<file path="src/rtl/seg7_scan_driver.sv">
// Multiplexed 7-segment display driver with hex decode, decimal points, per-digit
// blank/blink, a fixed per-digit dwell and a per-dwell PWM brightness duty.
//
// Ports:
//   clk          system clock, rising edge
//   rst_n        asynchronous active-low reset
//   en           display enable; when low the scan is parked at digit 0 and outputs go dark
//   luminance    brightness 0 (1/16 duty) .. 15 (full duty)
//   hexx         nibble i (hexx[4i+3:4i]) is shown on digit i
//   points       decimal point per digit
//   blank        1 = digit always dark
//   blink        1 = digit dark during the blink-off phase
//   segments     {a,b,c,d,e,f,g,dp}, registered, polarity applied
//   digits       one-hot digit select, registered, polarity applied
//   frame_start  one-clock pulse coincident with digit 0 starting its dwell
module seg7_scan_driver #(
  parameter int unsigned NDIGITS        = 4,
  parameter int unsigned PRESCALE_W     = 12,
  parameter int unsigned BLINK_W        = 24,
  parameter bit          SEG_ACTIVE_LOW = 1'b0,
  parameter bit          DIG_ACTIVE_LOW = 1'b0
) (
  input  logic                 clk,
  input  logic                 rst_n,
  input  logic                 en,
  input  logic [3:0]           luminance,
  input  logic [4*NDIGITS-1:0] hexx,
  input  logic [NDIGITS-1:0]   points,
  input  logic [NDIGITS-1:0]   blank,
  input  logic [NDIGITS-1:0]   blink,
  output logic [7:0]           segments,
  output logic [NDIGITS-1:0]   digits,
  output logic                 frame_start
);

  localparam int unsigned IDX_W = (NDIGITS > 1) ? $clog2(NDIGITS) : 1;
  localparam logic [IDX_W-1:0] LAST_IDX = IDX_W'(NDIGITS - 1);

  localparam logic [7:0]         SEG_IDLE = {8{SEG_ACTIVE_LOW}};
  localparam logic [NDIGITS-1:0] DIG_IDLE = {NDIGITS{DIG_ACTIVE_LOW}};

  // Scan state
  logic [PRESCALE_W-1:0] pc_q, pc_d;
  logic [IDX_W-1:0]      idx_q, idx_d;
  logic [BLINK_W-1:0]    bc_q, bc_d;

  // Per-frame snapshot of the display inputs
  logic [4*NDIGITS-1:0] hexx_q;
  logic [NDIGITS-1:0]   points_q, blank_q, blink_q;
  logic [3:0]           lum_q;

  // Registered outputs, already in pin polarity
  logic [7:0]         segments_q, segments_d;
  logic [NDIGITS-1:0] digits_q, digits_d;
  logic               frame_start_q, frame_start_d;

  logic frame_tick;
  assign frame_tick = (idx_q == '0) && (pc_q == '0);

  // On the frame-boundary clock the snapshot register is being loaded this very edge, so the
  // output path looks straight at the inputs; otherwise digit 0's first clock would show the
  // previous frame's values.
  logic [4*NDIGITS-1:0] hexx_eff;
  logic [NDIGITS-1:0]   points_eff, blank_eff, blink_eff;
  logic [3:0]           lum_eff;

  always_comb begin
    hexx_eff   = frame_tick ? hexx      : hexx_q;
    points_eff = frame_tick ? points    : points_q;
    blank_eff  = frame_tick ? blank     : blank_q;
    blink_eff  = frame_tick ? blink     : blink_q;
    lum_eff    = frame_tick ? luminance : lum_q;
  end

  // Counters: pc/idx parked at zero while disabled, bc free-running
  always_comb begin
    pc_d  = pc_q;
    idx_d = idx_q;
    bc_d  = bc_q + BLINK_W'(1);
    if (en) begin
      pc_d = pc_q + PRESCALE_W'(1);
      if (pc_q == '1) begin
        idx_d = (idx_q == LAST_IDX) ? '0 : idx_q + IDX_W'(1);
      end
    end else begin
      pc_d  = '0;
      idx_d = '0;
    end
  end

  logic [3:0] nibble;
  logic [6:0] dec;
  logic       duty_on;
  logic       lit;

  assign nibble = hexx_eff[{idx_q, 2'b00} +: 4];

  always_comb begin
    case (nibble)
      4'h0:    dec = 7'h7E;
      4'h1:    dec = 7'h30;
      4'h2:    dec = 7'h6D;
      4'h3:    dec = 7'h79;
      4'h4:    dec = 7'h33;
      4'h5:    dec = 7'h5B;
      4'h6:    dec = 7'h5F;
      4'h7:    dec = 7'h70;
      4'h8:    dec = 7'h7F;
      4'h9:    dec = 7'h7B;
      4'hA:    dec = 7'h77;
      4'hB:    dec = 7'h1F;
      4'hC:    dec = 7'h4E;
      4'hD:    dec = 7'h3D;
      4'hE:    dec = 7'h4F;
      default: dec = 7'h47;
    endcase
  end

  // PWM: the top four dwell-counter bits sweep 0..15 once per dwell
  assign duty_on = (pc_q[PRESCALE_W-1 -: 4] <= lum_eff);

  assign lit = en & duty_on & ~blank_eff[idx_q] & ~(blink_eff[idx_q] & bc_q[BLINK_W-1]);

  always_comb begin
    segments_d    = SEG_IDLE;
    digits_d      = DIG_IDLE;
    frame_start_d = en & frame_tick;
    if (lit) begin
      segments_d = {dec, points_eff[idx_q]} ^ SEG_IDLE;
      digits_d   = (NDIGITS'(1) << idx_q) ^ DIG_IDLE;
    end
  end

  always_ff @(posedge clk or negedge rst_n) begin
    if (!rst_n) begin
      pc_q          <= '0;
      idx_q         <= '0;
      bc_q          <= '0;
      hexx_q        <= '0;
      points_q      <= '0;
      blank_q       <= '0;
      blink_q       <= '0;
      lum_q         <= '0;
      segments_q    <= SEG_IDLE;
      digits_q      <= DIG_IDLE;
      frame_start_q <= 1'b0;
    end else begin
      pc_q          <= pc_d;
      idx_q         <= idx_d;
      bc_q          <= bc_d;
      if (frame_tick) begin
        hexx_q   <= hexx;
        points_q <= points;
        blank_q  <= blank;
        blink_q  <= blink;
        lum_q    <= luminance;
      end
      segments_q    <= segments_d;
      digits_q      <= digits_d;
      frame_start_q <= frame_start_d;
    end
  end

  assign segments    = segments_q;
  assign digits      = digits_q;
  assign frame_start = frame_start_q;

endmodule
</file>
<file path="config.mk">
export PLATFORM = sky130hd
export DESIGN_NAME = seg7_scan_driver
export DESIGN_NICKNAME = d
export VERILOG_FILES = /design/src/rtl/seg7_scan_driver.sv
export SDC_FILE = /design/constraint.sdc
export NUM_CORES = 1
export LEC_CHECK = 0
export ABC_AREA = 1
export BUFFER_PORTS_ARGS = -buffer_cell sky130_fd_sc_hd__buf_4
export CAP_MARGIN = 20
export CORE_UTILIZATION = 53
export DETAILED_ROUTE_END_ITERATION = 12
export PLACE_DENSITY = 0.76
export SYNTH_ARGS = -nofsm -noshare
export SYNTH_HDL_FRONTEND = slang
export SYNTH_SLANG_ARGS = --single-unit
</file>
<file path="constraint.sdc">
create_clock -name clk -period 2.8 [get_ports clk]
set_input_delay 0.28 -clock clk [delete_from_list [all_inputs] [get_ports clk]]
set_output_delay 0.28 -clock clk [all_outputs]
set_load 0.005 [all_outputs]
</file>
[Word-level counts from Yosys, hierarchy flattened]
Memories as Yosys holds them, arrays and structs flattened.
Cells that the tools add are included.
Cells by class
  add/subtract/negate cells: 3
  equal/unequal tests: 3
  muxes and demuxes: 17
  bitwise gates (word level): 7
  $lt $le $gt $ge: 2
  reduce and logical (&&, ||, !) cells: 3
  shifts and indexed selects: 2
Operators by type and width (count)
  adder 24 x 1 -> 24 bit (second input constant): 1
  two-way mux 4 bit: 5
  two-way mux 16 bit: 1
  variable part select 16 x 5 -> 4 bit: 1
  adder 12 x 1 -> 12 bit (second input constant): 1
  == test 12 bit (second input constant): 1
  logical NOT 12 bit: 1
  two-way mux 12 bit: 1
  two-way mux 8 bit: 1
  binary-select mux 1 bit (select 2 bit): 3
  two-way mux 2 bit: 3
  bitwise AND 1 bit: 5
  less-or-equal comparator 4 bit: 1
  left shift 1 x 2 -> 4 bit (first input constant): 1
  less-than comparator 2 x 3 -> 1 bit (second input constant): 1
  two-way mux 1 bit: 3
  adder 2 x 1 -> 2 bit (second input constant): 1
  == test 2 bit (second input constant): 1
  logical NOT 2 bit: 1
  inequality test 2 x 1 -> 1 bit (second input constant): 1
  NOT 1 bit: 2
  logical AND 1 bit: 1
Word-level totals
  logic and storage cells: 49
  memory bits (read-only): 112
  input bits: 35
  memories kept: 1
  flip-flop bits (word level): 83
  output and inout bits: 13
Memory list
  (no name shown): words 16, bits a word 7, read ports 1, clocked after Yosys merged registers in 0, write ports 0, line 99  | case (nibble)

[Depth between registers and ports, before layout]
Gate-level depths: netlist (run 1).
  depth in word-level cells: 9
  mapped depth: 22
  gate-level depth less buffers: 19

[Worst setup path after synthesis (run 1)]
No wires, ideal clock.
  path kind: register to register
  from: register idx_q[0]
  to: register segments_q[1], in the netlist segments[1]
  data required time: 2729 ps
  library setup time: 71 ps
  path buffers: 3
  clock period less this slack: 2975 ps
  setup slack: -175 ps
  arrival time: 2904 ps
  stages on the path, launching flop included: 23
  path through: dfrtp_1 -> clkbuf_1 -> inv_1 -> clkbuf_1 -> ha_1 -> nand2_2 -> nor2_4 -> nand3_4 -> inv_1 -> buf_2 -> nand2_1 -> nand2_1 -> inv_1 -> ha_1 -> a21oi_1 -> o21ai_0 -> a21oi_1 -> nand2_1 -> nor2_2 -> nand2_2 -> clkinv_2 -> nand2_1 -> nor2_1
On the way
  elaborated cells between the ends (all ways): 20
  those cells by class: order compare: 1; shift: 1; mux: 9; bitwise: 6; reduce/logical: 2; memory: 1
RTL lines
  start: declaration: line 44  | logic [IDX_W-1:0] idx_q, idx_d;
  start signal: assignment: line 149  | idx_q <= idx_d;
  logical NOT 2 bit: line 58  | assign frame_tick = (idx_q == '0) && (pc_q == '0);
  logical AND 1 bit: line 58
  two-way mux 4 bit
  via lum_eff[3]: line 65  | logic [3:0] lum_eff;
  less-or-equal comparator 4 bit: line 120  | assign duty_on = (pc_q[PRESCALE_W-1 -: 4] <= lum_eff);
  bitwise AND 1 bit (3 in series): line 122  | assign lit = en & duty_on & ~blank_eff[idx_q] & ~(blink_eff[idx_q] & bc_q[BLINK_W-1]);
  two-way mux 8 bit: line 128  | if (lit) begin
  via segments_d[1]: line 53  | logic [7:0] segments_q, segments_d;
  end signal: assignment: line 158  | segments_q <= segments_d;
  end: declaration: line 53
The timed path passes the listed nets, and every way through them passes these cells. The select of a mux whose other input is x is not followed.
A chain may end at the register's enable or synchronous reset.

[Worst setup path after layout (run 1)]
  from: register pc_q[0]
  to: register segments_q[3], in the netlist segments[3]
On the way
  elaborated cells between the ends (all ways): 20
  those cells by class: order compare: 1; shift: 1; mux: 9; bitwise: 6; reduce/logical: 2; memory: 1
RTL lines
  start: declaration: line 43  | logic [PRESCALE_W-1:0] pc_q, pc_d;
  start signal: assignment: line 148  | pc_q <= pc_d;
  logical NOT 12 bit: line 58
  logical AND 1 bit: line 58
  two-way mux 4 bit
  via lum_eff[3]: line 65
  less-or-equal comparator 4 bit: line 120
  bitwise AND 1 bit (3 in series): line 122
  two-way mux 8 bit: line 128
  via segments_d[3]: line 53
The timed path passes the listed nets, and every way through them passes these cells. The select of a mux whose other input is x is not followed.

==> metrics, run 1 <==
outcome completed; Static Leak 2.65 nW; PortBufs 47; final max-slew violation count 0; cts bufs inserted 9; type of origin of the critical path flop; root buffer selected by CTS clkbuf_8; period utilization 91.0%; Max Cap Viol 0; final hold violations 0; measured slew at the worst slew-check pin 0.526 ns; Worst Path Required 3.06 ns; post-layout util 64.2%; DRC 0; multi-input logic area 1870 um^2; initial antenna violation count 0; grt total ovfl 0; ANT cells 0; antenna violation net count after detailed routing 0; Skew-Pair Late Insertion Delay 0.35 ns; FILL cells 610; Final Setup Violations 0; CP cell instances inv_1, ha_1, nand2_2, nor2_2, nand3_4, inv_1, nand2_1, nand2_1, inv_1, ha_1, a21oi_1, o21ai_0, a21oi_1, nand2_1, nor2_2, nand2_4, clkinv_2, nand2_1, nor2_1; Routed wire per std cell 12.8 um; CTS Buffer Depth 2; most common cell after layout, fill and taps aside nand2_1; placer's final routability congestion estimate 0.823; largest net degree at the start of global routing 84; flops & latches, synth 83; Reg clk slew, reported paths 0.09 ns; first-pass GRT wire length 14.6 mm; RSZ-0062 raised after global routing no; Starting Density 55.0%; chip height 91.6 um; Synth Cell Area 4250 um^2; Syn-to-layout area delta 16.6%; yosys warns 0; Design Area, Final 4960 um^2; number of H-tree levels 3; WS Path Type reg2reg; # rows 32; TNS Setup 0 ns; all-layer global routing usage 22.1%; TritonRoute pass-1 iters 4; hpwl dp 6.01 mm; Reg area 2080 um^2; Peak supply drop 0.280 mV; commonest non-fill, non-tap cells in the layout nand2_1, dfrtp_1, nand3_1; I/O pin count 48; HP Class in2reg; routed wire length 8.46 mm; synth unique cells 35; DRT iter0 DRCs 187; placed inst area 4710 um^2; Worst setup EP type flop; nets 605; Via density 5.15; vias in the first global route 3298; share of cells above drive strength 1 18.3%; CP dominant cell by count nand2_1; Post-Syn Nets 549; slowest CP cell dfrtp_1; DR vias 3396; sequential share of the synthesized area 48.9%; minimum clock period 2.55 ns; CTS tree yes; Slew headroom 64.9%; Highest Clock Rate 0.392 GHz; clk_skew 0.0117 ns; clock sink total 83; WP data arrival 2.81 ns; CP Max Fanout 8; Post-CTS Setup Inserts 0; Syn Area/Cell 8.55 um^2; core area 7730 um^2; overall power 3.54 mW; Power Dens Cells 714 nW/um^2; Max stage delay on crit path 0.41 ns; Die X 91.6 um; die footprint 8380 um^2; Synth Instances 497
==> where the power goes <==
group	internal, mW	switching (mW)	total, mW
combinational	0.444	0.701	1.15
sequential	1.43	0.0707	1.50
clock	0.482	0.415	0.897
==> through the flow <==
stage          cells  setup slack, ns  hold WS [ns]
2_1_floorplan    497           0.0210       -0.0156
3_3_place_gp     642            0.335         0.436
3_5_place_dp     642            0.237         0.440
4_1_cts          657            0.202         0.136
5_1_grt          659          0.00934         0.161
6_report         659            0.251         0.151
==> synth_stat cells (all sizes together) <==
library cell  count  area [um^2]
nor3             10         55.1
ha               17          213
o21a              2         15.0
nand2           132          531
a21oi            15         75.1
nand4             3         18.8
o21ai             9         45.0
clkinv            2         8.75
xnor2             8         70.1
and3              1         6.26
nor2             44          188
buf               9         78.8
clkbuf            4         15.0
inv              54          205
nor4              3         18.8
dfrtp            83         2080
xor2             14          123
o211ai            2         15.0
nand3            79          438
nand3b            5         50.1
and2              1         6.26
==> cells by family after synthesis <==
family	Yosys count	synth area share, %
and+or+nand+nor	278	30.8
xor gates and xnor gates	22	4.53
AOI/OAI and AO/OA	28	3.53
DFF	83	48.9
adders and majority gates	17	5.00
buffers and inverters	69	7.24
==> per-layer routing <==
metal  part of all wire (%)  up-vias  wire length (um)  global-route usage, %
met5                      0        -                 0                      0
met4                    1.7        0               140                   8.47
met3                    3.9       13               327                   3.52
met2                     49       75              4140                   36.7
met1                     46     1618              3850                   29.1
li1                       -     1690                 -                      -
==> final cells by class <==
cell class / instances / area share (%)
flip-flops and latches: 83 / 41.9
well taps: 102 / 2.57
inverters: 56 / 4.31
multi-input cells: 345 / 37.8
clock buffers: 12 / 3.33
repair buffers: 58 / 9.16
clock inverters: 3 / 0.934
==> state kept, by name (all words and copies together), names as in the netlist, 4 cells and up <==
register and flops:
blink_q 4, hexx_q 16, points_q 4, digits 4, lum_q 4, blank_q 4, segments 8, bc_q 24
pc_q 12
==> worst max-delay path, delay by kind of cell (launching register included) <==
| kind | cells | cell delay (ns) |
|---|---|---|
| buffers and inverters | 4 | 0.32 |
| flip-flops | 1 | 0.41 |
| AO/OA/AOI/OAI | 3 | 0.37 |
| AND/OR/NAND/NOR | 10 | 0.88 |
| adder cells (fa/ha/maj) | 2 | 0.48 |
==> path summary, 6_finish.rpt <==
path,from,end,slack (ns),cells past startpoint
max reg2reg,pc_q[0],segments[3],0.25,19
min in group asynchronous,rst_n,hexx_q[3],0.46,2
max in group asynchronous,rst_n,bc_q[2],1.74,3
max,pc_q[0],segments[3],0.25,19
min reg2reg,bc_q[0],bc_q[0],0.45,1
min,luminance[3],lum_q[3],0.15,3
==> what timing repair did <==
action	in CTS	in global routing
hold buffers	0	1
resized for setup	0	3
setup endpoints to repair	0	4
endpoints found under the hold margin	0	40
Power figures use the tool's default switching activity.
==> run 2: changes to the inputs <==
- ABC_AREA: 1 -> not set
==> run 2 against run 1 <==
  * The flow now finishes with violations (setup timing)
  * Critical path depth fell by 8
  * Core utilization rose by 5.2 points
  * Final cell count down 20%
  * Count of clock-buffer cells in the layout is 2 lower
  * Critical endpoint is now segments[4]
  * Largest cell class unchanged
  * Highest routed layer unchanged
==> metrics, run 2 <==
outcome finished, violations left; failing checks setup timing; area leader, netlist dfrtp_1; HP Class in2reg; initial antenna violation count 0; hpwl dp 5.61 mm; Post-synth EDFFs 0; Synth async-reset ratio 100%; count leader, synth dfrtp_1; die footprint 8100 um^2; synth unique cells 41; post-layout util 69.4%; placer's final routability congestion estimate 0.823; vias in the first global route 2919; max reg flops 24; clk_skew 0.0129 ns; Top reg by flops bc_q; Slew headroom 63.2%; Max Cap Viol 0; WP data arrival 3.21 ns; placed inst area 4820 um^2; clock sink total 83; grt total ovfl 0; DR vias 2767; # rows 31; all-layer global routing usage 21.8%; Via density 5.27; Syn-to-layout area delta 24.6%; nets 473; Synth Flop Type dfrtp_1; flops & latches, synth 83; type of origin of the critical path flop; Routed wire per std cell 15.0 um; number of H-tree levels 3; Worst Path Required 3.09 ns; multi-input logic area 1970 um^2; DRT iter0 DRCs 78; Syn Area/Cell 12.2 um^2; CP Max Fanout 14; Final Setup Violations 7; commonest cells in the synthesized netlist dfrtp_1, mux2_2, nor2_1; Max stage delay on crit path 0.56 ns; chip height 90.0 um; Starting Density 55.7%; CTS Buffer Depth 2; buffers plus inverters on the worst setup path 2; PortBufs 47; R2R depth 11; cell family with the largest share of critical-path delay multiplexers; Reg area 2080 um^2; share of the synthesized area in the top cell type 50.6%; Design Area, Final 5110 um^2; Power Dens Cells 568 nW/um^2; antenna violation net count after detailed routing 0; Die X 90.0 um; Synth Instances 336; dominant cells by area after synthesis dfrtp_1, mux2_2, mux4_2, ha_1, xnor2_1; Peak supply drop 0.323 mV; cts bufs inserted 9; TritonRoute pass-1 iters 4; WS Path Type reg2reg; Levels on crit path 11; sequential share of the synthesized area 50.6%; overall power 2.91 mW; Static Leak 2.36 nW; share of cells above drive strength 1 39.2%; root buffer selected by CTS clkbuf_8; final max-slew violation count 0; core area 7370 um^2; DRC 0; Highest Clock Rate 0.343 GHz; most common cell after layout, fill and taps aside dfrtp_1; yosys warns 0; Worst setup EP type flop; Min-Delay Path Depth 2; FILL cells 546; Skew-Pair Late Insertion Delay 0.35 ns; first-pass GRT wire length 13.8 mm; RSZ-0062 raised after global routing yes; ANT cells 0; I/O pin count 48; Reg clk slew, reported paths 0.09 ns; largest net degree at the start of global routing 84; period utilization 104%; measured slew at the worst slew-check pin 0.548 ns; setup ws final -0.117 ns; slowest CP cell mux4_2; Synth Cell Area 4100 um^2; Post-Syn Nets 388; CP cell instances inv_4, ha_4, nor4b_4, nand3_2, buf_12, mux2_2, mux4_2, ha_1, and3_1, nor4_1, o21ba_1; minimum clock period 2.92 ns; biggest regs bc_q x24, hexx_q x16, pc_q x12; CTS tree yes; routed wire length 7.89 mm; commonest non-fill, non-tap cells in the layout dfrtp_1, buf_4, mux2_2; final hold violations 0; Hold Worst Slack 0.156 ns
[run 2: changes by cell type after synthesis, sizes merged, moves of 6 or more]
| cell | before | now |
|---|---|---|
| or3 | 0 | 7 |
| nand2 | 132 | 18 |
| nor2 | 44 | 23 |
| nand3 | 79 | 16 |
| a21oi | 15 | 9 |
| mux2 | 0 | 38 |
| nor3 | 10 | 4 |
| inv | 54 | 19 |
| xnor2 | 8 | 22 |
| mux2i | 0 | 7 |
| xor2 | 14 | 6 |
| mux4 | 0 | 10 |
[run 2: where the power goes]
| part | switching [mW] | internal [mW] | total, mW |
|---|---|---|---|
| combinational | 0.310 | 0.411 | 0.722 |
| sequential | 0.0447 | 1.32 | 1.37 |
| clock | 0.455 | 0.362 | 0.817 |
| total | 0.810 | 2.10 | 2.91 |
[run 2: final timing paths]
| check | start | endpoint | slack [ns] |
|---|---|---|---|
| setup / recovery | idx_q[0] | segments[4] | -0.12 |
| setup reg to reg | idx_q[0] | segments[4] | -0.12 |
| hold reg to reg | bc_q[12] | bc_q[12] | 0.47 |
| max in group asynchronous | rst_n | pc_q[6] | 1.80 |
| min in group asynchronous | rst_n | points_q[1] | 0.40 |
| hold / removal | blink[2] | blink_q[2] | 0.16 |
[run 2: kinds of logic (layout without fill, tap and decap cells)]
group / Yosys count / after routing / share of synthesized area (%)
simple gates: 93 / 93 / 12.2
flops: 83 / 83 / 50.6
mux: 55 / 55 / 18.0
compound gates: 30 / 30 / 4.64
buf+inv: 30 / 120 / 3.39
xor+xnor: 28 / 28 / 5.98
fa+ha+maj: 17 / 17 / 5.18
[run 2: layout make-up]
class                   count  area share [%]
inverters                  19            1.44
well taps                  99            2.42
multi-input cells         223            38.6
clock inverters             6            1.00
repair buffers             85            13.2
clock buffers              10            2.69
flip-flops and latches     83            40.7
[run 2: repair_timing]
item / 4_1_cts / 5_1_grt
gates resized for setup: 10 / 2
setup buffers: 2 / 0
gates cloned: 1 / 0
pin swaps: 0 / 1
endpoints found under the hold margin: 0 / 33
hold buffers: 0 / 1
endpoints found under the setup margin: 9 / 12
[run 2: through the flow]
stage	TNS [ns]	cells	setup slack [ns]
floorplan	-3.74	336	-0.375
global placement	-0.0912	504	-0.0405
detailed placement	-0.326	504	-0.112
CTS	-0.217	523	-0.119
global route	-2.08	525	-0.242
finish	-0.284	525	-0.117
[run 2: metal layers]
| metal | global-route usage (%) | vias up | part of all wire, % |
|---|---|---|---|
| li1 | - | 1345 | - |
| met1 | 28.0 | 1367 | 45 |
| met2 | 36.5 | 45 | 50 |
| met3 | 3.13 | 10 | 3.1 |
| met4 | 10.5 | 0 | 1.9 |
| met5 | 0 | - | 0 |
==> run 3: changes to the inputs <==
- BUFFER_PORTS_ARGS: -buffer_cell sky130_fd_sc_hd__buf_4 -> -buffer_cell sky130_fd_sc_hd__buf_2
==> run 3 against run 2 <==
  * Hold slack is essentially flat
  * Largest power group unchanged
  * The flow still finishes with violations (setup timing)
  * Sequential cell count unchanged
  * Routed wire length rose by 2.0%
==> metrics, run 3 (same netlist as run 2, synthesis figures left out) <==
Starting Density 55.7%; share of cells above drive strength 1 38.7%; # rows 31; met3 usage 3.47%; buffers plus inverters on the worst setup path 2; biggest regs bc_q x24, hexx_q x16, pc_q x12; largest net degree at the start of global routing 45; Hold Path Sink blink_q[3]; Min-Delay Path Depth 2; minimum clock period 2.90 ns; cts bufs inserted 9; ANT cells 0; post-layout util 67.9%; Design Area, Final 5000 um^2; DRC 0; all-layer global routing usage 21.6%; Worst setup EP type flop; Max Cap Viol 0; nets 476; failing checks setup timing; measured slew at the worst slew-check pin 0.566 ns; final hold violations 0; period utilization 104%; Syn-to-layout area delta 21.9%; met2 usage 36.0%; hold_sp blink[3]; Max stage delay on crit path 0.58 ns; GR peak layer met2; most common cell after layout, fill and taps aside dfrtp_1; Top reg by flops bc_q; PortBufs 47; clock sink total 83; Final Setup Violations 5; Slew headroom 62.2%; flop-to-flop setup slack -0.10 ns; CTS tree yes; DRT iter0 DRCs 96; Hold Worst Slack 0.156 ns; Routed wire per std cell 15.2 um; WS Path Type reg2reg; I/O pin count 48; outcome finished, violations left; grt total ovfl 0; setup ws final -0.102 ns; routed wire length 8.04 mm; core area 7370 um^2; RSZ-0062 raised after global routing yes; type of origin of the critical path flop; Die X 90.0 um; R2R depth 12; hpwl dp 5.96 mm; Crit Reg-Reg Endpoint segments[4]; DR vias 2835; CP Max Fanout 13; Worst Path Required 3.11 ns; first-pass GRT wire length 13.6 mm; Skew-Pair Late Insertion Delay 0.36 ns; Reg clk slew, reported paths 0.09 ns; root buffer selected by CTS clkbuf_8; chip height 90.0 um; commonest non-fill, non-tap cells in the layout dfrtp_1, buf_2, buf_4; vias in the first global route 2989; max reg flops 24; placer's final routability congestion estimate 0.853; final max-slew violation count 0; die footprint 8100 um^2; placed inst area 4740 um^2; overall power 2.94 mW; CP cell instances inv_4, ha_4, nor4b_4, nand3_2, buf_12, mux2_4, mux4_2, ha_4, nand2b_1, mux2_4, a31oi_4, o21ba_1; TritonRoute pass-1 iters 4; cell family with the largest share of critical-path delay multiplexers; Static Leak 2.34 nW; clk_skew 0.0148 ns; initial antenna violation count 0; M1 GR Usage 26.8%; Peak supply drop 0.315 mV; antenna violation net count after detailed routing 0; HP Class in2reg; reg-to-reg critical path startpoint idx_q[0]; slowest CP cell mux4_2; number of H-tree levels 3; CTS Buffer Depth 2; WP data arrival 3.21 ns; Via density 5.37; Highest Clock Rate 0.345 GHz; Power Dens Cells 588 nW/um^2
## run 3: cell count changes in the layout (fill, tap and decap cells not counted), sizes merged
cell / delta
buf: +3
bufinv: +1
clkbuf: -1
clkinv: +2
inv: -2
## run 3: worst max path at each step
| stage | start | to | slack, ns | depth (start not counted) |
|---|---|---|---|---|
| after detailed placement | idx_q[0] | segments[3] | -0.11 | 10 |
| after floorplan | idx_q[0] | segments[6] | -0.37 | 17 |
| final | idx_q[0] | segments[4] | -0.10 | 12 |
| after CTS | idx_q[0] | segments[4] | -0.07 | 13 |
| after global placement | idx_q[1] | segments[2] | -0.03 | 10 |
| after global routing | pc_q[0] | segments[4] | -0.21 | 13 |
## run 3: layer usage
metal	routed length, um	part of all wire (%)	vias up
met1	3590	45	1410
met2	4000	50	50
met4	232	2.9	0
li1	-	-	1358
met3	214	2.7	17
met5	0	0	-
## run 3: worst register-to-register path, stage by stage (launching register included)
cell	delay, ns
dfrtp_2	0.43
inv_4	0.07
ha_4	0.13
nor4b_4	0.19
nand3_2	0.12
buf_12	0.17
mux2_4	0.30
mux4_2	0.58
ha_4	0.22
nand2b_1	0.13
mux2_4	0.27
a31oi_4	0.13
o21ba_1	0.13
## run 3: report_power, final
part	leakage [nW]	switching [mW]	internal, mW
clock network	0.100	0.451	0.418
logic	1.17	0.325	0.386
registers	1.06	0.0401	1.32
total	2.34	0.816	2.13
## run 3: through the flow
stage	TNS, ns	std cells	setup WS (ns)
after floorplan	-3.74	336	-0.375
after global placement	-0.0722	509	-0.0319
after detailed placement	-0.328	509	-0.105
after CTS	-0.216	527	-0.0741
after global routing	-1.61	528	-0.205
final	-0.273	528	-0.102
## run 3: layout make-up
cell class	instances	area, um^2
clock buffers	9	124
clock inverters	7	73.8
fillers	560	2370
inverters	19	76.3
multi-input cells	223	1960
flip-flops and latches	83	2080
well taps	99	124
repair buffers	88	561
## run 3: repair_timing
item / in CTS / in global routing
gates resized for setup: 3 / 4
endpoints found under the hold margin: 42 / 0
hold buffers: 1 / 0
endpoints found under the setup margin: 6 / 12
pin swaps: 0 / 0
setup buffers: 1 / 1
